[config.mk]
export PLATFORM = sky130hd
export DESIGN_NAME = init_sequencer
export DESIGN_NICKNAME = d
export VERILOG_FILES = /design/src/rtl/init_seq_pkg.sv /design/src/rtl/seq_timer.sv /design/src/rtl/init_sequencer.sv
export SDC_FILE = /design/constraint.sdc
export NUM_CORES = 1
export LEC_CHECK = 0
export CAP_MARGIN = 20
export CORE_MARGIN = 2
export CORE_UTILIZATION = 55
export CTS_CLUSTER_DIAMETER = 50
export DETAILED_ROUTE_END_ITERATION = 16
export PLACE_DENSITY = 0.77
export SYNTH_ARGS = -nofsm -noshare
export SYNTH_HDL_FRONTEND = slang
export SYNTH_HIERARCHICAL = 1
export SYNTH_SLANG_ARGS = --single-unit
[constraint.sdc]
create_clock -name i_clk -period 5.6 [get_ports i_clk]
set_clock_uncertainty 0.05 [all_clocks]
set_input_delay 1.12 -clock i_clk [delete_from_list [all_inputs] [get_ports i_clk]]
set_output_delay 1.12 -clock i_clk [all_outputs]
set_load 0.03 [all_outputs]
[src/rtl/init_seq_pkg.sv]
// Shared types and default constants for the power-up init sequencer.
package init_seq_pkg;

  typedef enum logic [2:0] {
    ST_SETTLE = 3'd0,
    ST_RUN    = 3'd1,
    ST_GAP    = 3'd2,
    ST_WORK   = 3'd3,
    ST_FAIL   = 3'd4
  } state_t;

  localparam int DEF_NUM_STAGES     = 2;
  localparam int DEF_SETTLE_CYCLES  = 16;
  localparam int DEF_TIMEOUT_CYCLES = 1000000;
  localparam int DEF_MAX_RETRIES    = 3;

  function automatic int stage_width(input int n);
    return (n > 1) ? $clog2(n) : 1;
  endfunction

  function automatic int count_width(input int settle, input int timeout);
    return $clog2((settle > timeout) ? settle : timeout);
  endfunction

endpackage

[src/rtl/seq_timer.sv]
// Clearable up-counter with terminal-count flag; holds at the limit until cleared.
module seq_timer #(
  parameter int W = 4
) (
  input  logic         i_clk,
  input  logic         i_reset_n,
  input  logic         i_clear,
  input  logic [W-1:0] i_limit,
  output logic         o_tc
);

  logic [W-1:0] count_q;

  always_ff @(posedge i_clk or negedge i_reset_n) begin
    if (!i_reset_n) begin
      count_q <= '0;
    end else if (i_clear) begin
      count_q <= '0;
    end else if (!o_tc) begin
      count_q <= count_q + W'(1);
    end
  end

  assign o_tc = (count_q == i_limit);

endmodule

[src/rtl/init_sequencer.sv]
// Walks NUM_STAGES init stages (settle, run until done or timeout, gap),
// retrying timed-out stages, then parks in WORK or FAIL until restarted.
module init_sequencer
  import init_seq_pkg::*;
#(
  parameter int NUM_STAGES     = DEF_NUM_STAGES,
  parameter int SETTLE_CYCLES  = DEF_SETTLE_CYCLES,
  parameter int TIMEOUT_CYCLES = DEF_TIMEOUT_CYCLES,
  parameter int MAX_RETRIES    = DEF_MAX_RETRIES,
  localparam int STAGE_W       = stage_width(NUM_STAGES)
) (
  input  logic                  i_clk,
  input  logic                  i_reset_n,
  input  logic [NUM_STAGES-1:0] i_stage_done,
  input  logic                  i_restart,
  output logic [NUM_STAGES-1:0] o_stage_start,
  output logic                  o_device_work_start,
  output logic                  o_busy,
  output logic                  o_error,
  output logic [STAGE_W-1:0]    o_fail_stage,
  output logic [3:0]            o_retry_cnt,
  output state_t                o_dbg_state
);

  localparam int CNT_W = count_width(SETTLE_CYCLES, TIMEOUT_CYCLES);
  localparam logic [CNT_W-1:0]   SETTLE_LAST = CNT_W'(SETTLE_CYCLES - 1);
  localparam logic [CNT_W-1:0]   RUN_LAST    = CNT_W'(TIMEOUT_CYCLES - 1);
  localparam logic [STAGE_W-1:0] LAST_STAGE  = STAGE_W'(NUM_STAGES - 1);
  localparam logic [3:0]         RETRY_LIMIT = 4'(MAX_RETRIES);

  state_t             state_q, state_d;
  logic [STAGE_W-1:0] stage_q, stage_d;
  logic [STAGE_W-1:0] fail_q, fail_d;
  logic [3:0]         retry_q, retry_d;
  logic               tmr_clear, tmr_tc;
  logic [CNT_W-1:0]   tmr_limit;

  // One timer serves both phases: it restarts from 0 on every state change.
  assign tmr_limit = (state_q == ST_RUN) ? RUN_LAST : SETTLE_LAST;
  assign tmr_clear = (state_d != state_q) ||
                     !((state_q == ST_SETTLE) || (state_q == ST_RUN));

  seq_timer #(.W(CNT_W)) u_timer (
    .i_clk     (i_clk),
    .i_reset_n (i_reset_n),
    .i_clear   (tmr_clear),
    .i_limit   (tmr_limit),
    .o_tc      (tmr_tc)
  );

  always_ff @(posedge i_clk or negedge i_reset_n) begin
    if (!i_reset_n) begin
      state_q <= ST_SETTLE;
      stage_q <= '0;
      fail_q  <= '0;
      retry_q <= '0;
    end else begin
      state_q <= state_d;
      stage_q <= stage_d;
      fail_q  <= fail_d;
      retry_q <= retry_d;
    end
  end

  always_comb begin
    state_d = state_q;
    stage_d = stage_q;
    fail_d  = fail_q;
    retry_d = retry_q;
    case (state_q)
      ST_SETTLE: begin
        if (tmr_tc) state_d = ST_RUN;
      end
      ST_RUN: begin
        // Completion wins over a timeout landing in the same cycle.
        if (i_stage_done[stage_q]) begin
          state_d = ST_GAP;
        end else if (tmr_tc) begin
          fail_d = stage_q;
          if (retry_q < RETRY_LIMIT) begin
            retry_d = retry_q + 4'd1;
            state_d = ST_SETTLE;
          end else begin
            state_d = ST_FAIL;
          end
        end
      end
      ST_GAP: begin
        if (stage_q == LAST_STAGE) begin
          state_d = ST_WORK;
        end else begin
          stage_d = stage_q + STAGE_W'(1);
          state_d = ST_SETTLE;
        end
      end
      ST_WORK, ST_FAIL: begin
        if (i_restart) begin
          stage_d = '0;
          retry_d = '0;
          state_d = ST_SETTLE;
        end
      end
      default: state_d = ST_SETTLE;
    endcase
  end

  always_comb begin
    o_stage_start = '0;
    if (state_q == ST_RUN) o_stage_start[stage_q] = 1'b1;
  end

  assign o_device_work_start = (state_q == ST_WORK);
  assign o_busy              = (state_q == ST_SETTLE) || (state_q == ST_RUN) ||
                               (state_q == ST_GAP);
  assign o_error             = (state_q == ST_FAIL);
  assign o_fail_stage        = fail_q;
  assign o_retry_cnt         = retry_q;
  assign o_dbg_state         = state_q;

endmodule
==> tab_implementation.tex, run 1 <==
\begin{tabular}{lr}
\hline
Metric & Value \\
\hline
\multicolumn{2}{l}{\textbf{Status}} \\
\quad Status & completed \\
\multicolumn{2}{l}{\textbf{Power}} \\
\quad Power density over the cells & 300 nW/um\^{}2 \\
\quad Switching power & 0.000249 W \\
\quad Switching fraction of total power & 0.390 \\
\quad Share of total power in combinational logic & 0.381 \\
\quad Part of the total power dissipated in sequential elements & 0.422 \\
\quad Clock group share of total power & 0.197 \\
\quad Worst IR drop on VDD & 173 uV \\
\quad Cell-internal power & 0.000390 W \\
\quad Total chip power & 0.000640 W \\
\quad Reported leakage power & 0.852 nW \\
\multicolumn{2}{l}{\textbf{Floorplan}} \\
\quad Boundary pin count & 18 \\
\quad Std cell rows & 21 \\
\quad Area enclosed by the die boundary & 3880 um\^{}2 \\
\quad Placeable core region & 3310 um\^{}2 \\
\quad Die width & 62.3 um \\
\quad Initial Util & 0.565 \\
\quad Vertical extent of the die & 62.3 um \\
\multicolumn{2}{l}{\textbf{Clock tree}} \\
\quad Clk sink count & 29 \\
\quad PostCTS Resize Cnt & 0 \\
\quad TritonCTS clock tree & yes \\
\quad CTS clk-pin slew, worst paths & 0.08 ns \\
\quad CTS Buf Count & 5 \\
\quad Count of hold-fix buffers inserted at cts & 0 \\
\quad Longest Clk Path Bufs & 2 \\
\quad Later-pin clock latency in the skew report & 0.32 ns \\
\quad H-Tree Depth & 2 \\
\quad Postcts setup bufs & 0 \\
\quad Clock tree root buffer cell & sky130\_fd\_sc\_hd\_\_clkbuf\_4 \\
\multicolumn{2}{l}{\textbf{Synth}} \\
\quad Fraction of the mapped netlist area in compound gates & 0.106 \\
\quad Register area share after synthesis & 0.388 \\
\quad Basic-gate share of the synthesized area counting and, or, nand and nor cells & 0.268 \\
\quad Synthesis warning total & 6 \\
\quad Adder-Cell Fraction of Synth Area & 0.0134 \\
\quad Main combinational cell family by area after synthesis & simple AND/OR/NAND/NOR gates \\
\quad Xor and xnor area share after synthesis & 0.117 \\
\quad Netlist area before placement & 1870 um\^{}2 \\
\quad Cell count after synthesis & 198 \\
\quad Post-synthesis sequential element count & 29 \\
\quad Post-synth cell types & 50 \\
\quad Mean cell area of the mapped netlist & 9.45 um\^{}2 \\
\quad Multiplexer fraction of the synthesized cell area & 0.0515 \\
\multicolumn{2}{l}{\textbf{Cells and area}} \\
\quad Number of inserted filler cells in the final layout & 286 \\
\quad Most common cell after layout, fill and taps aside & sky130\_fd\_sc\_hd\_\_dfrtp\_1 \\
\quad Number of inserted diodes & 0 \\
\quad Sequential cell area in the final layout & 726 um\^{}2 \\
\quad Number of nets in the finished design & 230 \\
\quad Commonest cells after routing, fill and taps aside & sky130\_fd\_sc\_hd\_\_dfrtp\_1, sky130\_fd\_sc\_hd\_\_xnor2\_1, sky130\_fd\_sc\_hd\_\_clkdlybuf4s50\_1, sky130\_fd\_sc\_hd\_\_a21oi\_1, sky130\_fd\_sc\_hd\_\_nor2\_1 \\
\quad Ratio of cells with drive above 1 in the final layout & 0.112 \\
\quad Area growth from synthesis to layout & 14.1\% \\
\quad Multi-input logic area & 1080 um\^{}2 \\
\quad Core Util, Final & 0.645 \\
\multicolumn{2}{l}{\textbf{STA}} \\
\quad Max-slew headroom & 0.374 \\
\quad Count of final setup violators & 0 \\
\quad Ratio of final minimum period to clock period & 0.617 \\
\quad Final hold viol count & 0 \\
\quad Sum of negative setup slack & 0 ns \\
\quad Upper clock frequency limit & 0.290 GHz \\
\quad Worst slew pin tran & 0.939 ns \\
\quad RSZ-0062 raised after global routing & no \\
\quad Fin crit period & 3.45 ns \\
\quad Final max-slew violation count & 0 \\
\multicolumn{2}{l}{\textbf{GRT}} \\
\quad Total congestion overflow after global routing & 0 \\
\quad Vias in the first global route & 1,544 \\
\quad Global routing usage summed across all routing layers & 0.225 \\
\quad First-pass GRT wire length & 6.98 mm \\
\quad Number of antenna violations at the first check in global routing & 0 \\
\quad Largest net degree at the start of global routing & 31 \\
\multicolumn{2}{l}{\textbf{Drt}} \\
\quad Count of routing violations after the opening detailed-route iteration & 79 \\
\quad Final routed DRC violation total & 0 \\
\quad Router iterations before antenna repair & 4 \\
\quad Routed vias & 1,550 \\
\quad Number of nets still failing antenna checks after routing & 0 \\
\quad Routed WL & 3.96 mm \\
\quad Ratio of routed vias to standard cells & 5.76 \\
\quad Per-cell routed wire length & 14.7 um \\
\multicolumn{2}{l}{\textbf{Placement}} \\
\quad Half-perimeter wire length after placement & 2.80 mm \\
\quad Final Wtd Congestion & 0.827 \\
\quad Number of I/O port buffers & 17 \\
\multicolumn{2}{l}{\textbf{Min path}} \\
\quad Classification of the worst-slack hold path & flop to flop \\
\multicolumn{2}{l}{\textbf{Worst setup path}} \\
\quad Classification of the worst setup path & flop to flop \\
\quad Data arrival, critical path & 3.61 ns \\
\quad Critical Path End Type & flop \\
\quad Worst-path maximum fanout & 30 \\
\quad Required time at the endpoint of the critical path & 5.76 ns \\
\quad CP startpoint kind & flop \\
\multicolumn{2}{l}{\textbf{Run}} \\
\quad Maximum Capacitance Violations & 0 \\
\hline
\end{tabular}
per-layer routing:
| layer | global-route usage | part of all wire |
|---|---|---|
| met5 | 0 | 0 |
| met3 | 0.0580 | 0.048 |
| met1 | 0.281 | 0.45 |
| met4 | 0.0944 | 0.013 |
| met2 | 0.372 | 0.49 |
synthesized netlist by cell type (all sizes together):
cell type  instances  area, um^2
dfrtp             29         726
xnor2             24         210
a21oi             16        80.1
nor2              15        71.3
nand4             13        87.6
o21ai             11        55.1
or3               11        68.8
nand3              8        45.0
buf                7        56.3
inv                7        26.3
nand2              6        25.0
and3               5        32.5
clkbuf             4        15.0
mux2               4        52.6
mux2i              4        43.8
nor2b              4        25.0
and2               3        20.0
and4               3        28.8
conb               2        7.51
ha                 2        25.0
nand3b             2        15.0
nor3               2        15.0
o31ai              2        15.0
or4                2        15.0
a2111oi            1        8.76
a211oi             1        7.51
a221oi             1        8.76
and4b              1        10.0
nand2b             1        6.26
nand4b             1        8.76
nand4bb            1        11.3
nor4b              1        15.0
o22ai              1        6.26
o2bb2ai            1        8.76
o32ai              1        8.76
xor2               1        8.76
cell type report:
cell class              count  area share
well taps                  46      0.0270
inverters                   7      0.0123
flip-flops and latches     29       0.340
multi-input cells         161       0.508
clock buffers               7      0.0258
repair buffers             19      0.0868
flip-flops by register name (all words and copies together) (netlist names):
| register | cells |
|---|---|
| stage_q | 1 |
| o_fail_stage | 1 |
| o_dbg_state | 3 |
| o_retry_cnt | 4 |
| u_timer/count_q | 20 |
final timing paths:
check                                      end           start  cells after the start  slack [ns]
min in group asynchronous  u_timer/count_q[13]       i_reset_n                      2        1.13
max                         u_timer/count_q[9]  o_dbg_state[2]                     12        2.15
min                             o_retry_cnt[0]  o_retry_cnt[0]                      1        0.47
max reg2reg                 u_timer/count_q[9]  o_dbg_state[2]                     12        2.15
min reg2reg                     o_retry_cnt[0]  o_retry_cnt[0]                      1        0.47
max in group asynchronous   u_timer/count_q[8]       i_reset_n                      2        4.10
stage by stage:
| step | cells | area (um^2) | setup slack, ns | hold slack [ns] |
|---|---|---|---|---|
| after floorplan | 208 | 1910 | 2.46 | 0.486 |
| after global placement | 262 | 2080 | 2.48 | 0.442 |
| after detailed placement | 262 | 2080 | 2.26 | 0.457 |
| after CTS | 269 | 2130 | 2.22 | 0.474 |
| after global routing | 269 | 2130 | 1.91 | 0.499 |
| final | 269 | 2130 | 2.15 | 0.470 |
power groups by stage:
stage               combinational, W  sequential, W  clock [W]
finish                      0.000243       0.000270   0.000126
CTS                         0.000241       0.000270   0.000130
global route                0.000264       0.000276   0.000138
global placement            0.000229       0.000272          0
detailed placement          0.000239       0.000274          0
floorplan                   0.000179       0.000265          0
cells by family after synthesis:
family,count (synthesis)
flip-flops,29
AND/OR/NAND/NOR,79
other,2
multiplexers,8
XOR/XNOR,25
buffers and inverters,18
AO/OA/AOI/OAI,35
adder cells (fa/ha/maj),2
worst max-delay path, cell delays in order (launching register included):
cell	delay (ns)
sky130_fd_sc_hd__dfrtp_1	0.50
sky130_fd_sc_hd__nor2_4	0.16
sky130_fd_sc_hd__nand2_2	0.09
sky130_fd_sc_hd__inv_2	0.24
sky130_fd_sc_hd__xnor2_1	0.18
sky130_fd_sc_hd__nand4_1	0.15
sky130_fd_sc_hd__nor3_2	0.31
sky130_fd_sc_hd__and2_1	0.81
sky130_fd_sc_hd__nor3_1	0.11
sky130_fd_sc_hd__o21ai_1	0.12
sky130_fd_sc_hd__buf_4	0.27
sky130_fd_sc_hd__nor2_1	0.08
sky130_fd_sc_hd__mux2_2	0.26
(Power assumes the default switching activity.)
==> run 2, diff against run 1 <==
- clock period: 5.6 -> 3.5 ns (I/O delays scaled with it)
==> tab_implementation.tex, run 2 (same netlist as run 1, synthesis figures left out) <==
\begin{tabular}{lr}
\hline
Metric & Value \\
\hline
\multicolumn{2}{l}{\textbf{Status}} \\
\quad Status & completed \\
\multicolumn{2}{l}{\textbf{Drt}} \\
\quad Ratio of routed vias to standard cells & 5.70 \\
\quad Count of routing violations after the opening detailed-route iteration & 123 \\
\quad Per-cell routed wire length & 15.1 um \\
\quad Routed vias & 1,545 \\
\quad Router iterations before antenna repair & 4 \\
\quad Routed WL & 4.08 mm \\
\quad Final routed DRC violation total & 0 \\
\quad Number of nets still failing antenna checks after routing & 0 \\
\multicolumn{2}{l}{\textbf{Cells and area}} \\
\quad Number of inserted diodes & 0 \\
\quad Number of inserted filler cells in the final layout & 302 \\
\quad Area growth from synthesis to layout & 14.3\% \\
\quad Sequential cell area in the final layout & 726 um\^{}2 \\
\quad Commonest cells after routing, fill and taps aside & sky130\_fd\_sc\_hd\_\_dfrtp\_1, sky130\_fd\_sc\_hd\_\_xnor2\_1, sky130\_fd\_sc\_hd\_\_clkdlybuf4s50\_1, sky130\_fd\_sc\_hd\_\_a21oi\_1, sky130\_fd\_sc\_hd\_\_nor2\_1 \\
\quad Largest register FFs & 20 \\
\quad Multi-input logic area & 1080 um\^{}2 \\
\quad Top reg by flops & u\_timer/count\_q \\
\quad Post-Layout Inst Area & 2140 um\^{}2 \\
\quad Number of nets in the finished design & 231 \\
\quad Most common cell after layout, fill and taps aside & sky130\_fd\_sc\_hd\_\_dfrtp\_1 \\
\quad Ratio of cells with drive above 1 in the final layout & 0.120 \\
\multicolumn{2}{l}{\textbf{GRT}} \\
\quad First-pass GRT wire length & 7.00 mm \\
\quad Largest net degree at the start of global routing & 30 \\
\quad Number of antenna violations at the first check in global routing & 0 \\
\quad Global routing's busiest layer & met2 \\
\quad Total congestion overflow after global routing & 0 \\
\quad Routing usage on met1 & 0.320 \\
\quad Global routing usage summed across all routing layers & 0.229 \\
\quad GR Util met3 & 0.0616 \\
\quad Vias in the first global route & 1,450 \\
\quad Global-route track usage on met2 & 0.345 \\
\multicolumn{2}{l}{\textbf{Run}} \\
\quad Maximum Capacitance Violations & 0 \\
\multicolumn{2}{l}{\textbf{Floorplan}} \\
\quad Boundary pin count & 18 \\
\quad Vertical extent of the die & 62.3 um \\
\quad Placeable core region & 3310 um\^{}2 \\
\quad Initial Util & 0.565 \\
\quad Std cell rows & 21 \\
\quad Die width & 62.3 um \\
\quad Area enclosed by the die boundary & 3880 um\^{}2 \\
\multicolumn{2}{l}{\textbf{STA}} \\
\quad Upper clock frequency limit & 0.337 GHz \\
\quad Final max-slew violation count & 0 \\
\quad Count of final setup violators & 0 \\
\quad Max-slew headroom & 0.459 \\
\quad Worst slew pin tran & 0.805 ns \\
\quad Final hold viol count & 0 \\
\quad RSZ-0062 raised after global routing & no \\
\quad Fin crit period & 2.97 ns \\
\quad Sum of negative setup slack & 0 ns \\
\quad Ratio of final minimum period to clock period & 0.849 \\
\multicolumn{2}{l}{\textbf{Power}} \\
\quad Power density over the cells & 477 nW/um\^{}2 \\
\quad Reported leakage power & 0.858 nW \\
\quad Worst IR drop on VDD & 263 uV \\
\multicolumn{2}{l}{\textbf{Worst setup path}} \\
\quad Classification of the worst setup path & flop to flop \\
\quad Critical Path End Type & flop \\
\quad R2R setup slack & 0.53 ns \\
\quad Required time at the endpoint of the critical path & 3.65 ns \\
\quad Logic depth of the worst register-to-register path & 11 \\
\quad Reg2Reg Launch Point & o\_dbg\_state[1] \\
\quad Data arrival, critical path & 3.12 ns \\
\quad CP startpoint kind & flop \\
\quad Reg2Reg Capture Point & o\_retry\_cnt[0] \\
\quad Worst-path maximum fanout & 29 \\
\multicolumn{2}{l}{\textbf{Clock tree}} \\
\quad CTS clk-pin slew, worst paths & 0.09 ns \\
\quad Longest Clk Path Bufs & 2 \\
\quad Clk sink count & 29 \\
\quad TritonCTS clock tree & yes \\
\quad CTS Buf Count & 5 \\
\quad H-Tree Depth & 2 \\
\quad PostCTS Resize Cnt & 0 \\
\quad Clock tree root buffer cell & sky130\_fd\_sc\_hd\_\_clkbuf\_4 \\
\quad Later-pin clock latency in the skew report & 0.32 ns \\
\quad Postcts setup bufs & 0 \\
\quad Count of hold-fix buffers inserted at cts & 0 \\
\multicolumn{2}{l}{\textbf{Min path}} \\
\quad Worst-case hold path end point & o\_fail\_stage \\
\quad Hold Crit Depth & 1 \\
\quad Classification of the worst-slack hold path & flop to flop \\
\quad Hold Crit Start & o\_fail\_stage \\
\multicolumn{2}{l}{\textbf{Placement}} \\
\quad Final Wtd Congestion & 0.924 \\
\quad Cell area after placement & 2090 um\^{}2 \\
\quad Half-perimeter wire length after placement & 2.88 mm \\
\quad Number of I/O port buffers & 17 \\
\hline
\end{tabular}
## run 2: cell count changes in the layout (fill, tap and decap cells not counted)
cell,before,now
sky130_fd_sc_hd__clkinv_2,0,2
sky130_fd_sc_hd__clkbuf_8,1,0
sky130_fd_sc_hd__buf_4,2,3
## run 2: worst max path at each step
stage	startpoint	to	slack, ns
after floorplan	o_dbg_state[2]	u_timer/count_q[0]	0.36
after global placement	o_dbg_state[2]	u_timer/count_q[3]	0.80
after detailed placement	o_dbg_state[2]	o_retry_cnt[0]	0.63
after CTS	o_dbg_state[1]	o_retry_cnt[0]	0.54
after global routing	o_dbg_state[1]	o_retry_cnt[0]	0.33
final	o_dbg_state[1]	o_retry_cnt[0]	0.53
## run 2: layout make-up
cell class,count,share of cell area
tap,46,0.0269
sequential,29,0.339
inverter,7,0.0123
multi-input combinational,161,0.507
clock buffer,6,0.0193
timing repair buffer,20,0.0901
clock inverter,2,0.00468
## run 2: power by group
part           internal [W]  leakage [nW]  switching (W)  total, W
logic              0.000163         0.430       0.000232  0.000395
registers          0.000367         0.396      0.0000670  0.000434
clock network     0.0000764        0.0320       0.000115  0.000191
## run 2: metrics by stage
stage	std cells	util	hold WS [ns]	setup WS [ns]	power [W]
6_report	271	0.646	0.474	0.530	0.00102
5_1_grt	271	0.646	0.502	0.330	0.00108
4_1_cts	271	0.646	0.479	0.545	0.00103
3_5_place_dp	263	0.630	0.456	0.628	0.000826
2_1_floorplan	208	-	0.354	0.364	0.000710
3_3_place_gp	263	0.630	0.441	0.800	0.000807
## run 2: routing by layer
| layer | wire length (um) | up-vias |
|---|---|---|
| met5 | 0 | - |
| met4 | 30 | 0 |
| met3 | 281 | 4 |
| met2 | 1920 | 53 |
| met1 | 1860 | 740 |
| li1 | - | 748 |
## run 2: critical path, stage by stage, from the launching register on
cell and delay (ns):
sky130_fd_sc_hd__dfrtp_1 0.53, sky130_fd_sc_hd__nor2_4 0.15, sky130_fd_sc_hd__nand2_2 0.09, sky130_fd_sc_hd__inv_2 0.23, sky130_fd_sc_hd__xnor2_1 0.18, sky130_fd_sc_hd__nand4_1 0.16
sky130_fd_sc_hd__nor3_2 0.33, sky130_fd_sc_hd__and2_1 0.20, sky130_fd_sc_hd__buf_4 0.28, sky130_fd_sc_hd__nor4b_2 0.30, sky130_fd_sc_hd__nand3_1 0.18, sky130_fd_sc_hd__mux2i_1 0.16
==> run 3, diff against run 2 <==
- CORE_UTILIZATION: 55 -> 51
- PLACE_DENSITY: 0.77 -> 0.75
- clock period: 3.5 -> 2.5 ns (I/O delays scaled with it)
==> tab_implementation.tex, run 3 (same netlist as run 1, synthesis figures left out) <==
\begin{tabular}{lr}
\hline
Metric & Value \\
\hline
\multicolumn{2}{l}{\textbf{Worst setup path}} \\
\quad Reg2Reg Capture Point & u\_timer/count\_q[16] \\
\quad Classification of the worst setup path & flop to output pin \\
\quad Crit path max-delay family & buffers and inverters \\
\quad Series of cell instances along the critical path & nor2\_4 > nand2\_2 > inv\_6 > and2\_2 > clkdlybuf4s50\_1 \\
\quad Worst-path maximum fanout & 11 \\
\quad Number of buffers and inverters on the critical path & 2 \\
\quad Data arrival, critical path & 1.87 ns \\
\quad Reg2Reg Launch Point & o\_dbg\_state[1] \\
\quad R2R setup slack & 0.22 ns \\
\quad Critical Path End Type & output pin \\
\quad Logic depth of the worst register-to-register path & 11 \\
\quad Biggest cell delay along the critical path & 0.66 ns \\
\quad Crit path max-delay cell type & sky130\_fd\_sc\_hd\_\_clkdlybuf4s50\_1 \\
\quad CP startpoint kind & flop \\
\quad Required time at the endpoint of the critical path & 1.95 ns \\
\multicolumn{2}{l}{\textbf{Min path}} \\
\quad Classification of the worst-slack hold path & flop to flop \\
\quad Hold Crit Depth & 1 \\
\quad Worst-case hold path end point & o\_fail\_stage \\
\quad Hold Crit Start & o\_fail\_stage \\
\multicolumn{2}{l}{\textbf{GRT}} \\
\quad Number of antenna violations at the first check in global routing & 0 \\
\quad Vias in the first global route & 1,555 \\
\quad First-pass GRT wire length & 7.13 mm \\
\quad Global routing usage summed across all routing layers & 0.222 \\
\quad Total congestion overflow after global routing & 0 \\
\quad Largest net degree at the start of global routing & 30 \\
\multicolumn{2}{l}{\textbf{Run}} \\
\quad Maximum Capacitance Violations & 0 \\
\multicolumn{2}{l}{\textbf{Floorplan}} \\
\quad Std cell rows & 22 \\
\quad Vertical extent of the die & 64.6 um \\
\quad Area enclosed by the die boundary & 4170 um\^{}2 \\
\quad Initial Util & 0.519 \\
\quad Placeable core region & 3610 um\^{}2 \\
\quad Die width & 64.6 um \\
\quad Boundary pin count & 18 \\
\multicolumn{2}{l}{\textbf{STA}} \\
\quad RSZ-0062 raised after global routing & no \\
\quad Final max-slew violation count & 0 \\
\quad Worst slew pin tran & 0.570 ns \\
\quad Count of final setup violators & 0 \\
\quad Max-slew headroom & 0.620 \\
\quad Upper clock frequency limit & 0.413 GHz \\
\quad Post-route worst hold slack & 0.459 ns \\
\quad Final hold viol count & 0 \\
\quad Fin crit period & 2.42 ns \\
\quad Sum of negative setup slack & 0 ns \\
\quad Ratio of final minimum period to clock period & 0.968 \\
\multicolumn{2}{l}{\textbf{Cells and area}} \\
\quad Number of inserted diodes & 0 \\
\quad Number of inserted filler cells in the final layout & 309 \\
\quad Ratio of cells with drive above 1 in the final layout & 0.180 \\
\quad Area growth from synthesis to layout & 21.4\% \\
\quad Top reg by flops & u\_timer/count\_q \\
\quad Commonest cells after routing, fill and taps aside & sky130\_fd\_sc\_hd\_\_dfrtp\_1, sky130\_fd\_sc\_hd\_\_xnor2\_1, sky130\_fd\_sc\_hd\_\_clkdlybuf4s50\_1, sky130\_fd\_sc\_hd\_\_a21oi\_1, sky130\_fd\_sc\_hd\_\_nor2\_1 \\
\quad Most common cell after layout, fill and taps aside & sky130\_fd\_sc\_hd\_\_dfrtp\_1 \\
\quad Multi-input logic area & 1120 um\^{}2 \\
\quad Sequential cell area in the final layout & 729 um\^{}2 \\
\quad Number of nets in the finished design & 239 \\
\quad Largest register FFs & 20 \\
\multicolumn{2}{l}{\textbf{Placement}} \\
\quad Half-perimeter wire length after placement & 2.84 mm \\
\quad Number of I/O port buffers & 17 \\
\quad Final Wtd Congestion & 0.840 \\
\multicolumn{2}{l}{\textbf{Drt}} \\
\quad Ratio of routed vias to standard cells & 5.49 \\
\quad Router iterations before antenna repair & 4 \\
\quad Per-cell routed wire length & 14.2 um \\
\quad Metal1 wirelength & 1.97 mm \\
\quad Highest signal layer in the routed design & met4 \\
\quad Met2 wire len & 1.79 mm \\
\quad Final routed DRC violation total & 0 \\
\quad Routed vias & 1,544 \\
\quad Number of nets still failing antenna checks after routing & 0 \\
\quad Count of routing violations after the opening detailed-route iteration & 108 \\
\quad Routed WL & 3.98 mm \\
\quad Length of routed met3 wiring & 178 um \\
\multicolumn{2}{l}{\textbf{Power}} \\
\quad Switching power & 0.000584 W \\
\quad Reported leakage power & 0.913 nW \\
\quad Clock group share of total power & 0.232 \\
\quad Share of total power in combinational logic & 0.393 \\
\quad Part of the total power dissipated in sequential elements & 0.375 \\
\quad Power density over the cells & 685 nW/um\^{}2 \\
\quad Total chip power & 0.00156 W \\
\quad Switching fraction of total power & 0.376 \\
\quad Cell-internal power & 0.000971 W \\
\quad Worst IR drop on VDD & 444 uV \\
\multicolumn{2}{l}{\textbf{Clock tree}} \\
\quad TritonCTS clock tree & yes \\
\quad Count of hold-fix buffers inserted at cts & 0 \\
\quad H-Tree Depth & 2 \\
\quad Longest Clk Path Bufs & 2 \\
\quad Clk sink count & 29 \\
\quad CTS clk-pin slew, worst paths & 0.06 ns \\
\quad Clock tree root buffer cell & sky130\_fd\_sc\_hd\_\_clkbuf\_8 \\
\quad CTS Buf Count & 5 \\
\quad Later-pin clock latency in the skew report & 0.28 ns \\
\multicolumn{2}{l}{\textbf{Status}} \\
\quad Status & completed \\
\hline
\end{tabular}
-- run 3: area by class of cell --
type                    count  area share
multi-input cells         161       0.491
flip-flops and latches     29       0.321
repair buffers             28       0.111
clock buffers               7      0.0336
well taps                  48      0.0264
inverters                   7      0.0138
clock inverters             1     0.00220
-- run 3: worst max path at each step --
| stage | start | end | slack [ns] | cells after the start |
|---|---|---|---|---|
| 6_report | o_dbg_state[1] | o_stage_start[1] | 0.08 | 5 |
| 5_1_grt | o_dbg_state[1] | o_stage_start[1] | 0.03 | 5 |
| 4_1_cts | o_dbg_state[1] | o_stage_start[1] | 0.07 | 5 |
| 3_5_place_dp | o_dbg_state[1] | u_timer/count_q[16] | 0.19 | 11 |
| 3_3_place_gp | o_dbg_state[1] | u_timer/count_q[16] | 0.23 | 11 |
| 2_1_floorplan | o_dbg_state[1] | u_timer/count_q[16] | -0.22 | 16 |
-- run 3: what timing repair did --
item                       4_1_cts  5_1_grt
buffers inserted                 0        0
gates resized for setup          0        1
setup endpoints to repair        0        6
-- run 3: power groups by stage --
stage | clock (W) | sequential, W | combinational (W)
after detailed placement | 0 | 0.000592 | 0.000611
after global placement | 0 | 0.000590 | 0.000607
final | 0.000361 | 0.000583 | 0.000611
after floorplan | 0 | 0.000598 | 0.000459
after global routing | 0.000385 | 0.000593 | 0.000667
after CTS | 0.000369 | 0.000584 | 0.000613
-- run 3: stage by stage --
step,std cells,worst slack (ns),area (um^2),util
2_1_floorplan,208,-0.223,1970,-
3_3_place_gp,273,0.233,2190,0.607
3_5_place_dp,273,0.191,2190,0.607
4_1_cts,281,0.0676,2270,0.629
5_1_grt,281,0.0321,2270,0.630
6_report,281,0.0805,2270,0.630
-- run 3: routing by layer --
metal / vias up / GRT usage
met4: 0 / 0.0878
li1: 770 / -
met5: - / 0
met3: 5 / 0.0469
met1: 742 / 0.299
met2: 27 / 0.349
